<file path="config.mk">
export PLATFORM = sky130hd
export DESIGN_NAME = cache_dfp_arbiter
export DESIGN_NICKNAME = d
export VERILOG_FILES = /design/src/rtl/cache_types.sv /design/src/rtl/rr_pick2.sv /design/src/rtl/cache_dfp_arbiter.sv
export SDC_FILE = /design/constraint.sdc
export NUM_CORES = 1
export LEC_CHECK = 0
export ABC_CLOCK_PERIOD_IN_PS = 1600
export CORE_AREA = 2 2 634 636
export DETAILED_ROUTE_END_ITERATION = 8
export DIE_AREA = 0 0 636 638
export GPL_ROUTABILITY_DRIVEN = 0
export PLACE_DENSITY_LB_ADDON = 0.1
export SKIP_LAST_GASP = 1
export SLEW_MARGIN = 20
export SYNTH_ARGS = -nofsm -noshare
export SYNTH_HDL_FRONTEND = slang
export SYNTH_SLANG_ARGS = --single-unit
</file>
<file path="constraint.sdc">
create_clock -name clk -period 1.6 [get_ports clk]
set_input_delay 0.24 -clock clk [delete_from_list [all_inputs] [get_ports clk]]
set_output_delay 0.24 -clock clk [all_outputs]
set_load 0.005 [all_outputs]
</file>
<file path="src/rtl/cache_types.sv">
// Shared cache-subsystem types: arbiter FSM states and line geometry.
// Latency: n/a (declarations only).
// Backpressure: n/a.
package cache_types;

    localparam int LINE_W        = 256;
    localparam int LINE_OFFSET_W = 5;

    typedef enum logic [1:0] {
        arb_idle  = 2'd0,
        arb_busy0 = 2'd1,
        arb_busy1 = 2'd2
    } arb_state_t;

endpackage

</file>
<file path="src/rtl/rr_pick2.sv">
// Two-way round-robin pick: favours the port that was not granted last on a tie.
// Latency: purely combinational.
// Backpressure: none; the caller decides when a pick is consumed.
//
// Ports:
//   req[1:0]  - request vector, bit k = port k requesting
//   last      - index of the most recently granted port
//   gnt_valid - at least one request present
//   gnt_idx   - chosen port (meaningful only with gnt_valid)
module rr_pick2 (
    input  logic [1:0] req,
    input  logic       last,
    output logic       gnt_valid,
    output logic       gnt_idx
);

    always_comb begin
        gnt_valid = |req;
        gnt_idx   = 1'b0;
        unique case (req)
            2'b01:   gnt_idx = 1'b0;
            2'b10:   gnt_idx = 1'b1;
            2'b11:   gnt_idx = ~last;   // tie goes to whoever waited
            default: gnt_idx = 1'b0;
        endcase
    end

endmodule

</file>
<file path="src/rtl/cache_dfp_arbiter.sv">
// Shares one line-burst memory port between two cache downstream ports, round-robin, non-preemptive.
// Latency: grant drives mem_* one cycle after request seen in IDLE; mem_resp forwarded same cycle.
// Backpressure: requests are level-held until resp; the loser simply stays pending, nothing is dropped.
//
// Ports:
//   clk, rst             - clock, synchronous active-low reset
//   up0_* / up1_*        - requester ports (addr, read, write, wdata in; rdata, resp out)
//   mem_*                - shared memory port (addr, read, write, wdata out; rdata, resp in)
module cache_dfp_arbiter
    import cache_types::*;
#(
    parameter int ADDR_W = 32,
    parameter int LINE_W = cache_types::LINE_W
) (
    input  logic              clk,
    input  logic              rst,

    input  logic [ADDR_W-1:0] up0_addr,
    input  logic              up0_read,
    input  logic              up0_write,
    input  logic [LINE_W-1:0] up0_wdata,
    output logic [LINE_W-1:0] up0_rdata,
    output logic              up0_resp,

    input  logic [ADDR_W-1:0] up1_addr,
    input  logic              up1_read,
    input  logic              up1_write,
    input  logic [LINE_W-1:0] up1_wdata,
    output logic [LINE_W-1:0] up1_rdata,
    output logic              up1_resp,

    output logic [ADDR_W-1:0] mem_addr,
    output logic              mem_read,
    output logic              mem_write,
    output logic [LINE_W-1:0] mem_wdata,
    input  logic [LINE_W-1:0] mem_rdata,
    input  logic              mem_resp
);

    arb_state_t r_state;
    logic       r_last;

    logic [1:0] w_req;
    logic       w_gnt_vld;
    logic       w_gnt_idx;

    assign w_req = {up1_read | up1_write, up0_read | up0_write};

    rr_pick2 u_pick (
        .req       (w_req),
        .last      (r_last),
        .gnt_valid (w_gnt_vld),
        .gnt_idx   (w_gnt_idx)
    );

    // Reset leaves last = 1 so port 0 wins the first tie.
    // A granted transaction is in flight at the memory, so BUSYk only
    // ends on mem_resp even if the requester drops its strobe early.
    always_ff @(posedge clk) begin
        if (!rst) begin
            r_state <= arb_idle;
            r_last  <= 1'b1;
        end else begin
            unique case (r_state)
                arb_idle: begin
                    if (w_gnt_vld) begin
                        r_state <= w_gnt_idx ? arb_busy1 : arb_busy0;
                        r_last  <= w_gnt_idx;
                    end
                end
                arb_busy0, arb_busy1: begin
                    if (mem_resp) r_state <= arb_idle;
                end
                default: r_state <= arb_idle;
            endcase
        end
    end

    // Read data is broadcast; only resp qualifies it.
    assign up0_rdata = mem_rdata;
    assign up1_rdata = mem_rdata;

    // IDLE drives zeros, which also swallows a stray mem_resp.
    always_comb begin
        mem_addr  = '0;
        mem_read  = 1'b0;
        mem_write = 1'b0;
        mem_wdata = '0;
        up0_resp  = 1'b0;
        up1_resp  = 1'b0;
        unique case (r_state)
            arb_busy0: begin
                mem_addr  = up0_addr;
                mem_read  = up0_read;
                mem_write = up0_write;
                mem_wdata = up0_wdata;
                up0_resp  = mem_resp;
            end
            arb_busy1: begin
                mem_addr  = up1_addr;
                mem_read  = up1_read;
                mem_write = up1_write;
                mem_wdata = up1_wdata;
                up1_resp  = mem_resp;
            end
            default: ;
        endcase
    end

endmodule

</file>
==> results of run 1 <==
==> kinds of logic (layout without fill, tap and decap cells) <==
| logic type | count (synthesis) | count (layout) |
|---|---|---|
| other | 0 | 28 |
| and+or+nand+nor | 299 | 299 |
| DFF | 3 | 3 |
| adders and majority gates | 3 | 3 |
| AOI/OAI and AO/OA | 297 | 297 |
| buffers and inverters | 611 | 1140 |
==> worst reg2reg max path, cell delays in order (launching register included) <==
cell,delay [ns]
dfxtp_4,0.36
inv_2,0.07
ha_4,0.27
buf_12,0.15
buf_12,0.15
nand2b_1,0.10
nand3_1,0.10
o311ai_1,0.23
==> registers in the layout, indices dropped and copies added (netlist names) <==
name / flops
r_last: 1
r_state: 2
==> placed cells by master (no fill, tap or decap), types with 2 or more instances in the layout <==
master | Yosys | final
clkbuf_2 | 0 | 20
clkdlybuf4s50_1 | 0 | 614
buf_4 | 540 | 159
dlygate4sd2_1 | 0 | 10
o21ai_0 | 2 | 2
inv_2 | 0 | 2
buf_2 | 10 | 93
dlymetal6s2s_1 | 0 | 70
diode_2 | 0 | 28
bufbuf_16 | 0 | 2
nand4_1 | 2 | 2
clkdlybuf4s15_2 | 0 | 8
buf_6 | 10 | 30
buf_12 | 0 | 85
a22oi_1 | 289 | 141
ha_4 | 0 | 3
buf_16 | 0 | 13
nor2b_2 | 0 | 20
a22oi_2 | 1 | 149
and2_1 | 2 | 2
buf_8 | 0 | 19
nor2b_1 | 290 | 269
clkbuf_16 | 0 | 12
==> where the power goes <==
group	switching, mW	leakage [nW]	total, mW	internal [mW]
registers	0.0185	0.0259	0.120	0.101
logic	7.51	7.60	16.2	8.70
clock network	0.0715	0.0383	0.401	0.329
total	7.60	7.67	16.7	9.13
==> Yosys cell counts, types with 2 or more instances <==
cell type and instances:
buf_4 540, nor2b_1 290, a22oi_1 289, clkbuf_1 26, clkbuf_8 22, buf_2 10
buf_6 10, dfxtp_1 3, ha_1 3, inv_1 3, and2_1 2, nand4_1 2
o21ai_0 2
==> layout make-up <==
| class | instances | area share [%] |
|---|---|---|
| multi-input combinational | 599 | 21.0 |
| sequential | 3 | 0.274 |
| tap | 5265 | 27.8 |
| timing repair buffer | 1133 | 50.3 |
| clock buffer | 4 | 0.332 |
| inverter | 3 | 0.0474 |
| antenna | 28 | 0.295 |
==> per-stage QoR <==
step | setup TNS (ns) | utilization, %
2_1_floorplan | 0 | -
3_3_place_gp | -222.36 | 5.47
3_5_place_dp | -215.48 | 5.47
4_1_cts | -235.01 | 5.69
5_1_grt | -202.30 | 5.94
6_report | -174.41 | 5.95
==> timing repair <==
item	CTS	global route
setup buffers	28	62
gates resized for setup	282	484
endpoints found under the setup margin	294	294
pin swaps	27	32
hold endpoints to repair	0	0
gates cloned	7	9
==> worst paths after layout <==
check / startpoint / cells past startpoint / slack, ns / to
worst max-delay path: r_state[0] / 7 / -0.86 / mem_wdata[188]
worst min register to register: r_last / 2 / 0.53 / r_last
worst max register to register: r_state[0] / 7 / 0.07 / r_state[0]
worst min-delay path: mem_rdata[153] / 0 / 0.48 / up0_rdata[153]
==> routing by layer <==
metal / global-route usage (%) / routed length, µm / part of all wire (%) / vias to the layer above
met3: 9.12 / 41400 / 19 / 583
met1: 9.51 / 71200 / 32 / 5494
met5: 0.284 / 1290 / 0.58 / -
met4: 1.68 / 6240 / 2.8 / 170
met2: 16.8 / 99900 / 45 / 1591
li1: - / - / - / 4754
==> impl_metrics.py, run 1 <==
metrics = {
    "grt": {
        "grt_overflow": 0,
        "grt_pass1_wl_um": 246000,
        "gr-usage-all-layers_pct": 10.2,
        "grt_start_max_net_pins": 38,
        "grt_pass1_vias": 12200,
        "antenna_found_initial": 249,
    },
    "routing": {
        "num_vias": 12600,
        "detail-route-antenna-nets": 0,
        "drtIter0Drc": 577,
        "wl_um": 220000,
        "avgRoutedWirePerCell_um": 31.3,
        "first_pass_iters": 5,
        "drcViolationCount": 0,
        "viasPerCell": 1.79,
    },
    "synth": {
        "synth-xor-area-share_pct": 0,
        "synth_top_area_share_pct": 45.9,
        "synth_top_area_cell": "buf_4",
        "syn_inst": 1213,
        "avgSynthCellArea_um2": 7.28,
        "synth_seq_area_share_pct": 0.680,
        "yosys.area_share.simple_pct": 21.2,
        "synth_fp_nets": 2055,
        "yosys_warnings": 0,
        "syn-cell-area_um2": 8830,
        "synth_top_family_by_area": "buffers and inverters",
        "synth_compound_area_share_pct": 25.2,
        "synth_edf_count": 0,
        "synth_ff_type": "dfxtp_1",
        "ys_types": 24,
        "synth_seq_cells": 3,
        "postSynth.asyncResetShare_pct": 0,
        "synth_fa_ha_area_share_pct": 0.425,
        "synth_area_leaders": "buf_4, a22oi_1, nor2b_1",
        "muxShareOfSynthArea_pct": 0,
    },
    "cells_and_area": {
        "seqCellArea_um2": 65.1,
        "nNetsFinal": 2585,
        "synthToLayoutAreaGrowth_pct": 169,
        "design_area_um2": 23700,
        "layout-drive-gt1-share_pct": 35.5,
        "fillCellCount": 47000,
        "fin_cells": 7035,
        "multi_input_area_um2": 4980,
    },
    "place": {
        "preCtsSetupSlack_ns": -1.07,
        "dp.cells": 6910,
        "placed_cell_area_um2": 21800,
        "dp_hpwl_um": 203000,
        "port_buffers": 874,
    },
    "floorplanning": {
        "die_h_um": 638,
        "dieArea_um2": 406000,
        "start_util_pct": 2.22,
        "fp.dieW_um": 636,
        "num_rows": 232,
        "io_pins": 1643,
        "coreArea_um2": 399000,
    },
    "clocking": {
        "holdBufCountCts": 0,
        "cts-root-buf": "clkbuf_16",
        "ctsHtreeMaxLevel": 1,
        "clock_latency_ns": 0.23,
        "cts_buffer_depth": 2,
        "clk_pin_slew_worst_paths_ns": 0.03,
        "cts_tree": "done",
        "clkSinkCount": 3,
        "cts_buffers": 3,
    },
    "status": {
        "violations": "setup timing",
        "status": "complete, but fails checks",
    },
    "sta": {
        "max_freq_ghz": 0.406,
        "rsz0062_at_grt": "true",
        "worst_pin_slew_ns": 0.599,
        "hold_viol_final": 0,
        "slew_viol_final": 0,
        "worst_slack_ns": -0.861,
        "period_needed_ns": 2.46,
        "slew_headroom_pct": 60.0,
        "skew_ns": 0.00511,
        "period_share_pct": 154,
        "finalSetupViolCount": 292,
        "hold_ws_ns": 0.480,
    },
    "power": {
        "finalPower_mw": 16.7,
        "powerDensity_nw_per_um2": 705,
        "p_leak_nw": 7.67,
        "ir_drop_uv": 334,
    },
    "worst_setup_path": {
        "path_class": "reg -> out",
        "cp_common_cell": "buf_6",
        "cp-end-kind": "primary output",
        "cp_slowest_cell": "clkdlybuf4s50_1",
        "crit_family": "buffers and inverters",
        "path_cells": "buf_6, ha_4, clkbuf_16, buf_6, a22oi_1, nor2b_1, clkdlybuf4s50_1",
        "crit_path_max_fanout": 9,
        "arrival_ns": 2.22,
        "crit_required_ns": 1.36,
        "crit_path_start_kind": "flip-flop",
        "max_stage_delay_ns": 0.50,
        "cp_num_buf_inv": 4,
    },
    "job": {
        "drv_cap": 0,
    },
    "worst_hold_path": {
        "hold_path.class": "in -> out",
    },
}
Note: power is estimated with default switching activity, not from simulation.
==> run 2, diff against run 1 <==
--- a/config.mk
+++ b/config.mk
@@ -10,6 +10,7 @@
 export DETAILED_ROUTE_END_ITERATION = 8
 export DIE_AREA = 0 0 636 638
 export GPL_ROUTABILITY_DRIVEN = 0
+export HOLD_SLACK_MARGIN = 0.02
 export PLACE_DENSITY_LB_ADDON = 0.1
 export SKIP_LAST_GASP = 1
 export SLEW_MARGIN = 20
==> results of run 2 <==
Same layout as run 1: the final DEF is identical, and so are final timing and power.
